## src/rtl/player_move_ctrl.sv

```systemverilog
// player_move_ctrl: one-at-a-time movement sequencer that reads the target
// tile, hands it to the interaction stage and commits the resolved state.
module player_move_ctrl #(
  parameter int MAP_W       = 13,
  parameter int MAP_H       = 13,
  parameter int FLOOR_BITS  = 4,
  parameter int INIT_X      = 6,
  parameter int INIT_Y      = 12,
  parameter int INIT_FLOOR  = 0,
  parameter int INIT_HEALTH = 100
) (
  input  logic                  clk,
  input  logic                  rst,
  input  logic                  move_valid,
  input  logic [1:0]            move_dir,
  output logic                  move_ready,
  output logic                  move_done,
  output logic                  move_blocked,
  output logic [FLOOR_BITS+7:0] map_addr,
  input  logic [15:0]           map_rd_data,
  output logic                  map_we,
  output logic [15:0]           map_wr_data,
  output logic [3:0]            mt_pos_x,
  output logic [3:0]            mt_pos_y,
  output logic [15:0]           mt_floor,
  output logic [3:0]            mt_player_x,
  output logic [3:0]            mt_player_y,
  output logic [31:0]           mt_key_num,
  output logic [15:0]           mt_health,
  output logic [15:0]           mt_tile_id,
  input  logic [15:0]           mt_floor_out,
  input  logic [3:0]            mt_goto_x,
  input  logic [3:0]            mt_goto_y,
  input  logic [31:0]           mt_key_num_out,
  input  logic [15:0]           mt_health_out,
  input  logic [15:0]           mt_new_tile_id,
  output logic [3:0]            player_x,
  output logic [3:0]            player_y,
  output logic [15:0]           floor,
  output logic [31:0]           key_num,
  output logic [15:0]           health
);

  localparam int AW = FLOOR_BITS + 8;

  typedef enum logic [2:0] {
    S_IDLE,
    S_RD,
    S_LATCH,
    S_EVAL,
    S_WB
  } state_t;

  state_t        state_q;

  logic [3:0]    px_q;
  logic [3:0]    py_q;
  logic [15:0]   floor_q;
  logic [31:0]   key_q;
  logic [15:0]   hp_q;

  logic [3:0]    tgt_x_q;
  logic [3:0]    tgt_y_q;
  logic [AW-1:0] map_addr_q;
  logic [AW-1:0] wb_addr_q;
  logic [15:0]   tile_q;

  logic [15:0]   res_floor_q;
  logic [3:0]    res_x_q;
  logic [3:0]    res_y_q;
  logic [31:0]   res_key_q;
  logic [15:0]   res_hp_q;
  logic [15:0]   res_tile_q;

  logic          done_q;
  logic          blocked_q;
  logic          we_q;
  logic [15:0]   wdata_q;

  logic [4:0]    tgt_x_d;
  logic [4:0]    tgt_y_d;
  logic          oob_d;
  logic          wr_need_d;
  logic          same_cell_d;

  // Target cell in 5-bit arithmetic; a step below 0 wraps to 31 and so
  // lands in the same ">= size" test as a step past the far edge.
  always_comb begin
    tgt_x_d = {1'b0, px_q};
    tgt_y_d = {1'b0, py_q};
    unique case (move_dir)
      2'd0: tgt_y_d = {1'b0, py_q} - 5'd1;
      2'd1: tgt_y_d = {1'b0, py_q} + 5'd1;
      2'd2: tgt_x_d = {1'b0, px_q} - 5'd1;
      2'd3: tgt_x_d = {1'b0, px_q} + 5'd1;
    endcase
    oob_d = ({27'd0, tgt_x_d} >= 32'(MAP_W))
         || ({27'd0, tgt_y_d} >= 32'(MAP_H));
  end

  // Resolved-result comparisons made while the interaction stage settles.
  always_comb begin
    wr_need_d   = (mt_new_tile_id != tile_q);
    same_cell_d = (mt_goto_x == px_q)
               && (mt_goto_y == py_q)
               && (mt_floor_out == floor_q);
  end

  // Sequencer FSM with every output and architectural register owned here.
  always_ff @(posedge clk or posedge rst) begin
    if (rst) begin
      state_q     <= S_IDLE;
      px_q        <= 4'(INIT_X);
      py_q        <= 4'(INIT_Y);
      floor_q     <= 16'(INIT_FLOOR);
      key_q       <= '0;
      hp_q        <= 16'(INIT_HEALTH);
      tgt_x_q     <= '0;
      tgt_y_q     <= '0;
      map_addr_q  <= '0;
      wb_addr_q   <= '0;
      tile_q      <= '0;
      res_floor_q <= '0;
      res_x_q     <= '0;
      res_y_q     <= '0;
      res_key_q   <= '0;
      res_hp_q    <= '0;
      res_tile_q  <= '0;
      done_q      <= 1'b0;
      blocked_q   <= 1'b0;
      we_q        <= 1'b0;
      wdata_q     <= '0;
    end else begin
      unique case (state_q)
        S_IDLE: begin
          done_q    <= 1'b0;
          blocked_q <= 1'b0;
          if (move_valid) begin
            if (oob_d) begin
              done_q    <= 1'b1;
              blocked_q <= 1'b1;
            end else begin
              tgt_x_q    <= tgt_x_d[3:0];
              tgt_y_q    <= tgt_y_d[3:0];
              map_addr_q <= {floor_q[FLOOR_BITS-1:0],
                             tgt_y_d[3:0], tgt_x_d[3:0]};
              state_q    <= S_RD;
            end
          end
        end
        S_RD: begin
          wb_addr_q <= map_addr_q;
          state_q   <= S_LATCH;
        end
        S_LATCH: begin
          tile_q  <= map_rd_data;
          state_q <= S_EVAL;
        end
        S_EVAL: begin
          res_floor_q <= mt_floor_out;
          res_x_q     <= mt_goto_x;
          res_y_q     <= mt_goto_y;
          res_key_q   <= mt_key_num_out;
          res_hp_q    <= mt_health_out;
          res_tile_q  <= mt_new_tile_id;
          we_q        <= wr_need_d;
          wdata_q     <= wr_need_d ? mt_new_tile_id : 16'd0;
          map_addr_q  <= wb_addr_q;
          done_q      <= 1'b1;
          blocked_q   <= same_cell_d;
          state_q     <= S_WB;
        end
        S_WB: begin
          px_q      <= res_x_q;
          py_q      <= res_y_q;
          floor_q   <= res_floor_q;
          key_q     <= res_key_q;
          hp_q      <= res_hp_q;
          we_q      <= 1'b0;
          wdata_q   <= '0;
          done_q    <= 1'b0;
          blocked_q <= 1'b0;
          state_q   <= S_IDLE;
        end
        default: state_q <= S_IDLE;
      endcase
    end
  end

  assign move_ready   = (state_q == S_IDLE);
  assign move_done    = done_q;
  assign move_blocked = blocked_q;
  assign map_addr     = map_addr_q;
  assign map_we       = we_q;
  assign map_wr_data  = wdata_q;

  assign mt_pos_x    = tgt_x_q;
  assign mt_pos_y    = tgt_y_q;
  assign mt_floor    = floor_q;
  assign mt_player_x = px_q;
  assign mt_player_y = py_q;
  assign mt_key_num  = key_q;
  assign mt_health   = hp_q;
  assign mt_tile_id  = tile_q;

  // The retiring move's results are shown in the same cycle as move_done;
  // the architectural registers take them on the way back to IDLE so the
  // mt_* view stays stable through WB.
  assign player_x = (state_q == S_WB) ? res_x_q     : px_q;
  assign player_y = (state_q == S_WB) ? res_y_q     : py_q;
  assign floor    = (state_q == S_WB) ? res_floor_q : floor_q;
  assign key_num  = (state_q == S_WB) ? res_key_q   : key_q;
  assign health   = (state_q == S_WB) ? res_hp_q    : hp_q;

  logic unused_res_tile;
  assign unused_res_tile = ^res_tile_q;

endmodule

```

## config.mk

```make
export PLATFORM = sky130hd
export DESIGN_NAME = player_move_ctrl
export DESIGN_NICKNAME = d
export VERILOG_FILES = /design/src/rtl/player_move_ctrl.sv
export SDC_FILE = /design/constraint.sdc
export NUM_CORES = 1
export LEC_CHECK = 0
export BUFFER_PORTS_ARGS = -buffer_cell sky130_fd_sc_hd__buf_2
export CORE_MARGIN = 2
export CORE_UTILIZATION = 50
export CTS_CLUSTER_DIAMETER = 50
export DETAILED_ROUTE_END_ITERATION = 10
export PLACE_DENSITY = 0.8
export SLEW_MARGIN = 20
export SYNTH_ARGS = -nofsm -noshare
export SYNTH_HDL_FRONTEND = slang
export SYNTH_SLANG_ARGS = --single-unit
export TNS_END_PERCENT = 30
```

## constraint.sdc

```tcl
create_clock -name clk -period 9.4 [get_ports clk]
set_clock_uncertainty 0.1 [all_clocks]
set_input_delay 2.35 -clock clk [delete_from_list [all_inputs] [get_ports clk]]
set_output_delay 2.35 -clock clk [all_outputs]
set_load 0.05 [all_outputs]
```

==> results of run 1 <==
==> cells by family (layout without fill, tap and decap cells) <==
| family | after synthesis | in the layout | share of synthesized area, % |
|---|---|---|---|
| adder cells (fa/ha/maj) | 9 | 9 | 1.425 |
| multiplexers | 104 | 104 | 13.06 |
| AND/OR/NAND/NOR | 294 | 294 | 13.76 |
| flip-flops | 214 | 214 | 59.87 |
| AO/OA/AOI/OAI | 71 | 71 | 5.782 |
| buffers and inverters | 40 | 365 | 1.802 |
| XOR/XNOR | 44 | 44 | 4.302 |
==> layout make-up <==
cell class / instances / area (um2) / area share (%)
clock buffer: 34 / 742.0 / 6.412
sequential: 214 / 5364 / 46.35
multi-input combinational: 522 / 3451 / 29.82
tap: 225 / 281.5 / 2.433
inverter: 2 / 15.01 / 0.1297
timing repair buffer: 315 / 1594 / 13.77
clock inverter: 14 / 125.1 / 1.081
==> synth_stat cells (2+ instances only) <==
cell | instances | area (um2)
nand2_1 | 235 | 882.1
dfrtp_1 | 207 | 5180
mux2_2 | 102 | 1149
xnor2_1 | 33 | 289.0
clkbuf_1 | 28 | 105.1
a22o_1 | 16 | 140.1
a21oi_1 | 12 | 60.06
nor2_1 | 11 | 41.29
xor2_1 | 11 | 96.34
nand4_1 | 8 | 50.05
o21ai_0 | 8 | 40.04
dfstp_2 | 7 | 183.9
ha_1 | 7 | 87.58
nand2b_1 | 6 | 37.54
a21o_1 | 5 | 37.54
a31oi_1 | 5 | 31.28
and2_1 | 5 | 31.28
buf_1 | 5 | 18.77
nand3_1 | 5 | 25.02
nor3_1 | 5 | 25.02
o211ai_1 | 4 | 30.03
o21ai_1 | 4 | 20.02
a311o_1 | 3 | 30.03
and3_1 | 3 | 18.77
buf_2 | 3 | 15.01
nor2b_1 | 3 | 18.77
nor4_1 | 3 | 18.77
a211oi_2 | 2 | 25.02
buf_4 | 2 | 15.01
fa_1 | 2 | 40.04
inv_1 | 2 | 7.510
nand3b_1 | 2 | 15.01
o31ai_1 | 2 | 15.01
==> cells in the final DEF (no fill, tap or decap), types with 4 or more instances in the layout <==
cell type / n
clkbuf_8: 4
a21o_1: 5
nor2_1: 10
a31oi_1: 5
ha_1: 7
nand2b_1: 6
o21ai_1: 4
a22o_1: 16
o21ai_0: 8
xor2_1: 11
mux2_2: 102
clkbuf_16: 27
nor3_1: 5
buf_4: 7
nand4_1: 8
a21oi_1: 12
and2_1: 5
inv_6: 4
clkinv_2: 4
xnor2_1: 33
nand2_1: 234
o211ai_1: 4
nand3_1: 5
dfrtp_1: 207
dfstp_2: 7
buf_2: 308
==> critical path, cell delays in order <==
cell and delay, ps:
buf_2 210, nand2b_1 280, fa_1 440, a21o_1 170, a211oi_1 300, o21ai_1 200
a211oi_2 700, nand2_1 310, a311o_1 410
==> metal layers <==
metal / vias up / GRT usage [%] / wire length, um
met5: - / 0 / 0
met4: 0 / 7.596 / 601
met3: 45 / 5.190 / 1612
met2: 231 / 40.24 / 11630
met1: 3387 / 32.13 / 9720
li1: 3239 / - / -
==> state kept, by name, indices dropped and copies added, names as in the netlist, 12 cells and up <==
name and count:
res_key_q 32, wb_addr_q 12, res_floor_q 16, map_wr_data 16, map_addr 12, res_hp_q 16, mt_tile_id 16, mt_floor 16
mt_health 16, mt_key_num 32
==> through the flow <==
step	util (%)	hold WS (ps)	std cells	setup WS [ps]	instance area, um2
final	66.44	366.4	1326	4346	11570
after global routing	66.44	382.4	1326	4068	11570
after CTS	66.44	370.5	1326	4363	11570
after detailed placement	61.47	356.7	1278	3843	10710
after global placement	61.44	351.5	1278	3870	10700
after floorplan	-	340.1	776	1111	8959
==> worst paths after layout <==
check | start | endpoint | slack [ps] | depth (start not counted)
setup / recovery | move_dir[1] | map_addr[6]$_DFFE_PP0P_ | 4350 | 9
hold / removal | res_key_q[10]$_DFFE_PP0P_ | res_key_q[10]$_DFFE_PP0P_ | 370 | 2
setup reg to reg | mt_player_y[0]$_DFF_PP0_ | map_addr[6]$_DFFE_PP0P_ | 6130 | 7
hold reg to reg | res_key_q[10]$_DFFE_PP0P_ | res_key_q[10]$_DFFE_PP0P_ | 370 | 2
max in group asynchronous | rst | res_y_q[3]$_DFFE_PP0P_ | 5740 | 3
min in group asynchronous | rst | mt_floor[7]$_DFF_PP0_ | 1950 | 2
==> metrics.csv, run 1 <==
metric,value,unit
die_h,137.9,um
nFillCells,1366,
yosysSeqAreaShare,59.87,%
first_global_vias,6834,
cts_hold_buf,0,
io_pins,309,
drt.antenna.violating_nets,0,
viasPerCell,5.205,
yosysUniqueCellTypes,53,
gp_routability_congestion,0.8064,
cts_buffers,27,
postCtsResizedCells,0,
worst_setup_path_end_kind,flop,
cts_root_buf,clkbuf_16,
wirelength,23.56,mm
fin_crit_sh,53.77,%
drtIter0Drc,317,
grt_pass1_wl,35.93,mm
cts.sinks,214,
clkSlewWorstSetupHoldPaths,60,ps
routedWlPerCell,17.77,um
yosys_warnings,0,
grt_util_all_layers,24.27,%
period_needed,5054,ps
synth_ff_type,dfrtp_1,
worstPathMaxFanout,22,
dieArea,0.01900,mm2
critPathRequiredTime,9710,ps
syn2layout_area_growth,29.18,%
syn_area,0.008959,mm2
antenna_cells,0,
gr-total-overflow,0,
rsz0062_at_grt,false,
status,"complete, no violations",
clk-insertion-delay-late,530,ps
cts_setup_buffers,0,
start_kind,input port,
final_nets,1200,
fin_setup_tns,0,ps
firstDrtPassIters,4,
layout-drive-gt1-share,43.69,%
setup_viol,0,
grt_max_degree,142,
dp_hpwl,16.35,mm
ys_ff_latch,214,
core,0.01742,mm2
relSlewSlack,34.91,%
routed-via-count,6902,
antenna_found_initial,0,
drc,0,
timing.fmax,197.9,MHz
hold_viol,0,
start_util,51.44,%
worst_pin_slew,976.4,ps
die_x,137.9,um
async_flop_share,100.0,%
synth_nets,894,
max-cap-violations,0,
netlist_instances,776,
io_buffers,308,
core.rowCount,48,
critical_path_class,input port to flop,
cts_buffer_depth,3,
syn_area_per_cell,11.54,um2
ctsHtreeMaxLevel,1,
slew_violations,0,
hold_path.class,flop to flop,
cts_tree,yes,
synth_edf_count,0,
cp.arrival,5360,ps
Power of run 1 is not shown: default switching activity piles up to over one toggle a cycle in this logic, so the estimate is an artifact.
==> inputs of run 2 (changes only) <==
--- a/config.mk
+++ b/config.mk
@@ -5,12 +5,13 @@
 export SDC_FILE = /design/constraint.sdc
 export NUM_CORES = 1
 export LEC_CHECK = 0
+export ABC_AREA = 1
 export BUFFER_PORTS_ARGS = -buffer_cell sky130_fd_sc_hd__buf_2
 export CORE_MARGIN = 2
-export CORE_UTILIZATION = 50
+export CORE_UTILIZATION = 51
 export CTS_CLUSTER_DIAMETER = 50
 export DETAILED_ROUTE_END_ITERATION = 10
-export PLACE_DENSITY = 0.8
+export PLACE_DENSITY = 0.81
 export SLEW_MARGIN = 20
 export SYNTH_ARGS = -nofsm -noshare
 export SYNTH_HDL_FRONTEND = slang
==> constraint.sdc (replaced) <==
create_clock -name clk -period 4.8 [get_ports clk]
set_clock_uncertainty 0.1 [all_clocks]
set_input_delay 1.2 -clock clk [delete_from_list [all_inputs] [get_ports clk]]
set_output_delay 1.2 -clock clk [all_outputs]
set_load 0.05 [all_outputs]
==> run 2 against run 1 <==
  * Critical path depth is 5 lower
  * Non-clock buffer count is 1 lower
  * Setup slack worse by 3700 ps
  * Clock-buffer cell count is 3 higher
  * Final area is 1.9% higher
  * Routed wire length is 4.9% higher
  * Die area is 0.82% higher
  * Sequential share of layout area is 0.87 points lower
  * Worst hold slack better by 0.67 ps
  * Register-to-register slack worse by 4100 ps
  * Critical path type is now flop to output pin
==> metrics.csv, run 2 <==
metric,value,unit
grt_pass1_wl,39.90,mm
wirelength,24.73,mm
rsz0062_at_grt,false,
synth_nets,1115,
ys_ff_latch,214,
worst_pin_slew,985.1,ps
final_cell_mix,"buf_2 (308), nand2_1 (293), dfrtp_1 (207)",
timing.fmax,242.5,MHz
cp_num_buf_inv,1,
status,"complete, no violations",
antenna_found_initial,1,
worst_setup_path_end_kind,output pin,
grt_max_degree,125,
cp.arrival,2820,ps
clk-insertion-delay-late,520,ps
met3_usage,6.200,%
first_global_vias,7826,
busiest_layer,met2,
die_x,138.4,um
synth_common_cells,"nand2_1 (294), dfrtp_1 (207), o21ai_0 (114)",
drc,0,
netlist_instances,997,
core,0.01784,mm2
slew_violations,0,
ctsHtreeMaxLevel,1,
synth_top_area_share,56.21,%
path_cells,"nor2_1, nand2_8, o21ai_0, buf_2",
synth_ff_type,dfrtp_1,
synth_edf_count,0,
core.rowCount,49,
syn_area,0.009215,mm2
io_pins,309,
critPathRequiredTime,3500,ps
cts_buffer_depth,3,
yosys_warnings,0,
syn2layout_area_growth,27.97,%
synth_most_common_cell,nand2_1,
cts.sinks,214,
drt.antenna.violating_nets,0,
synth_top_area_cell,dfrtp_1,
routed-via-count,7949,
period_needed,4123,ps
cts_root_buf,clkbuf_16,
firstDrtPassIters,5,
yosysSeqAreaShare,58.21,%
hold_path.class,flop to flop,
start_kind,flop,
final_nets,1414,
grt_util_all_layers,25.32,%
die_h,138.4,um
fin_crit_sh,85.90,%
relSlewSlack,34.33,%
hold_viol,0,
gr-total-overflow,0,
setup_viol,0,
start_util,51.65,%
cts_setup_buffers,0,
cts_hold_buf,0,
slowest_stage,o21ai_0,
worstPathMaxFanout,124,
grtUsageMet2,43.30,%
max-cap-violations,0,
gp_routability_congestion,0.8584,
drtIter0Drc,526,
use_met1,32.15,%
worst_path_largest_cell_delay,490,ps
synth.area.top_cells,"dfrtp_1 (56%), nand2_1 (12%), o21ai_0 (6.2%), inv_1 (4.2%), mux2_2 (3.9%)",
cts_buffers,26,
cts_tree,yes,
fin_setup_tns,0,ps
postCtsResizedCells,0,
critPathTopFamily,simple AND/OR/NAND/NOR gates,
layout-drive-gt1-share,32.29,%
yosysUniqueCellTypes,35,
syn_area_per_cell,9.243,um2
dp_hpwl,17.54,mm
viasPerCell,5.142,
routedWlPerCell,15.99,um
final_common_cell,buf_2,
io_buffers,308,
clkSlewWorstSetupHoldPaths,60,ps
dieArea,0.01916,mm2
critical_path_class,flop to output pin,
async_flop_share,100.0,%
==> run 2: layout make-up <==
class	instances	area (um2)
fill	1449	6048
sequential	214	5364
multi-input combinational	633	3253
timing repair buffer	314	1599
clock buffer	37	763.2
inverter	107	406.6
tap	229	286.5
clock inverter	11	117.6
antenna	1	2.502
==> run 2: layer usage <==
layer  part of all wire [%]  vias up
met4                    2.3        0
met1                     40     3824
met5                      0        -
met2                     50      310
met3                    7.7       42
li1                       -     3773
==> run 2: final timing paths <==
| kind | from | cells after the start | slack (ps) | endpoint |
|---|---|---|---|---|
| max | state_q[1]$_DFFE_PP0P_ | 4 | 680 | key_num[21] |
| max in group asynchronous | rst | 3 | 2840 | mt_health[15]$_DFF_PP0_ |
| min in group asynchronous | rst | 2 | 720 | mt_key_num[24]$_DFF_PP0_ |
| min | mt_pos_y[2]$_DFFE_PP0P_ | 2 | 370 | mt_pos_y[2]$_DFFE_PP0P_ |
| min reg2reg | mt_pos_y[2]$_DFFE_PP0P_ | 2 | 370 | mt_pos_y[2]$_DFFE_PP0P_ |
| max reg2reg | state_q[1]$_DFFE_PP0P_ | 7 | 2070 | map_addr[11]$_DFFE_PP0P_ |
==> run 2: per-stage QoR <==
stage	utilization, %	instance area [um2]	setup WS, ps	instances	hold slack (ps)
6_report	66.10	11790	676.9	1546	367.1
4_1_cts	66.08	11790	737.4	1545	375.1
5_1_grt	66.10	11790	502.0	1546	392.1
3_3_place_gp	61.10	10900	1202	1497	348.4
3_5_place_dp	61.15	10910	1164	1497	360.6
2_1_floorplan	-	9219	721.6	997	345.0
==> run 2: worst register-to-register path: stages, from the launching register on <==
cell and delay, ps:
dfrtp_1 410, nor2_1 450, inv_2 120, nor2_2 480
nand2_1 520, nand3_4 390, nand2_1 110, nand2_1 80
==> run 2: kinds of logic after synthesis <==
kind of cell | after synthesis | share of synthesized area (%)
buf+inv | 150 | 6.667
compound gates | 157 | 8.717
simple gates | 414 | 19.04
fa+ha+maj | 9 | 1.385
flops | 214 | 58.21
mux | 32 | 3.910
xor+xnor | 21 | 2.077
Power of run 2 is left out for the same reason.
==> inputs of run 3 (changes only) <==
--- a/config.mk
+++ b/config.mk
@@ -8,10 +8,12 @@
 export ABC_AREA = 1
 export BUFFER_PORTS_ARGS = -buffer_cell sky130_fd_sc_hd__buf_2
 export CORE_MARGIN = 2
-export CORE_UTILIZATION = 51
+export CORE_UTILIZATION = 52
+export CTS_BUF_LIST = sky130_fd_sc_hd__clkbuf_8
 export CTS_CLUSTER_DIAMETER = 50
 export DETAILED_ROUTE_END_ITERATION = 10
-export PLACE_DENSITY = 0.81
+export HOLD_SLACK_MARGIN = 0.08
+export PLACE_DENSITY = 0.82
 export SLEW_MARGIN = 20
 export SYNTH_ARGS = -nofsm -noshare
 export SYNTH_HDL_FRONTEND = slang
==> run 3 against run 2 <==
  * Critical path depth rose by 1
  * First-iteration DRC count up 5.7%
  * Setup slack got worse by 72 ps
  * Sequential cell count did not move
  * Critical endpoint is now floor[1]
==> metrics.csv, run 3 (same netlist as run 2, synthesis figures left out) <==
metric,value,unit
fin_setup_tns,0,ps
worstPathMaxFanout,103,
antenna_found_initial,0,
io_buffers,308,
cts_tree,yes,
cts_buffers,37,
relSlewSlack,37.76,%
cts_root_buf,clkbuf_8,
dieArea,0.01880,mm2
first_global_vias,7772,
io_pins,309,
rsz0062_at_grt,false,
grt_pass1_wl,38.56,mm
drtIter0Drc,556,
post-place-ws,1224,ps
die_x,137.1,um
syn2layout_area_growth,26.49,%
fin_crit_sh,87.40,%
start_util,53.28,%
grt_max_degree,117,
start_kind,flop,
cts_buffer_depth,3,
setup_slack,604.6,ps
slew_violations,0,
cp.arrival,2900,ps
die_h,137.1,um
worst_setup_path_end_kind,output pin,
setup_viol,0,
antenna_cells,0,
period_needed,4195,ps
cts.sinks,214,
max-cap-violations,0,
final_nets,1425,
hold_path.class,flop to flop,
firstDrtPassIters,5,
core,0.01730,mm2
ctsHtreeMaxLevel,2,
worst_pin_slew,931.4,ps
critPathRequiredTime,3500,ps
gp_routability_congestion,0.9095,
core.rowCount,48,
critical_path_class,flop to output pin,
drc,0,
clk-insertion-delay-late,520,ps
dp_hpwl,17.18,mm
grt_util_all_layers,25.98,%
status,"complete, no violations",
clkSlewWorstSetupHoldPaths,60,ps
viasPerCell,5.055,
cts_setup_buffers,0,
wirelength,24.44,mm
final_common_cell,buf_2,
drt.antenna.violating_nets,0,
nFillCells,1387,
hold_viol,0,
routedWlPerCell,15.67,um
cts_hold_buf,0,
layout-drive-gt1-share,32.43,%
routed-via-count,7886,
gr-total-overflow,0,
final_cell_mix,"buf_2 (308), nand2_1 (293), dfrtp_1 (207)",
postCtsResizedCells,0,
timing.fmax,238.4,MHz
run 3: worst max-delay path, cell delays in order, from the launching register on:
cell and delay [ps]:
dfrtp_1 410, nor2_1 320, nand2_4 270, buf_4 480, o21ai_0 490, buf_2 350
run 3: layer usage:
| layer | wire [um] | global-route usage (%) | vias to the layer above |
|---|---|---|---|
| met3 | 1928 | 5.926 | 60 |
| met5 | 0 | 0 | - |
| li1 | - | - | 3799 |
| met2 | 12170 | 43.78 | 311 |
| met4 | 651 | 10.14 | 0 |
| met1 | 9687 | 32.58 | 3716 |
run 3: worst paths after layout:
check	slack (ps)	from	end	depth (start not counted)
max	600	state_q[1]$_DFFE_PP0P_	floor[1]	5
min	370	mt_pos_x[0]$_DFFE_PP0P_	mt_pos_x[0]$_DFFE_PP0P_	2
max reg2reg	2280	state_q[1]$_DFFE_PP0P_	map_addr[11]$_DFFE_PP0P_	7
min reg2reg	370	mt_pos_x[0]$_DFFE_PP0P_	mt_pos_x[0]$_DFFE_PP0P_	2
max in group asynchronous	2810	rst	wb_addr_q[6]$_DFFE_PP0P_	3
min in group asynchronous	710	rst	mt_key_num[8]$_DFF_PP0_	2
run 3: final cells by class:
cell class              instances  area [um2]  share of cell area [%]
multi-input cells             633        3244                   27.83
inverters                     107       406.6                   3.489
clock buffers                  41       564.3                   4.841
clock inverters                26       196.4                   1.685
well taps                     225       281.5                   2.415
flip-flops and latches        214        5364                   46.02
repair buffers                314        1599                   13.72
run 3: stage by stage:
| step | cells | hold slack (ps) | area, um2 | util (%) |
|---|---|---|---|---|
| floorplan | 997 | 345.0 | 9219 | - |
| global placement | 1493 | 352.8 | 10900 | 62.99 |
| detailed placement | 1493 | 361.4 | 10900 | 62.99 |
| CTS | 1560 | 374.4 | 11660 | 67.39 |
| global route | 1560 | 399.8 | 11660 | 67.39 |
| finish | 1560 | 373.0 | 11660 | 67.39 |
Power of run 3 is left out for the same reason.
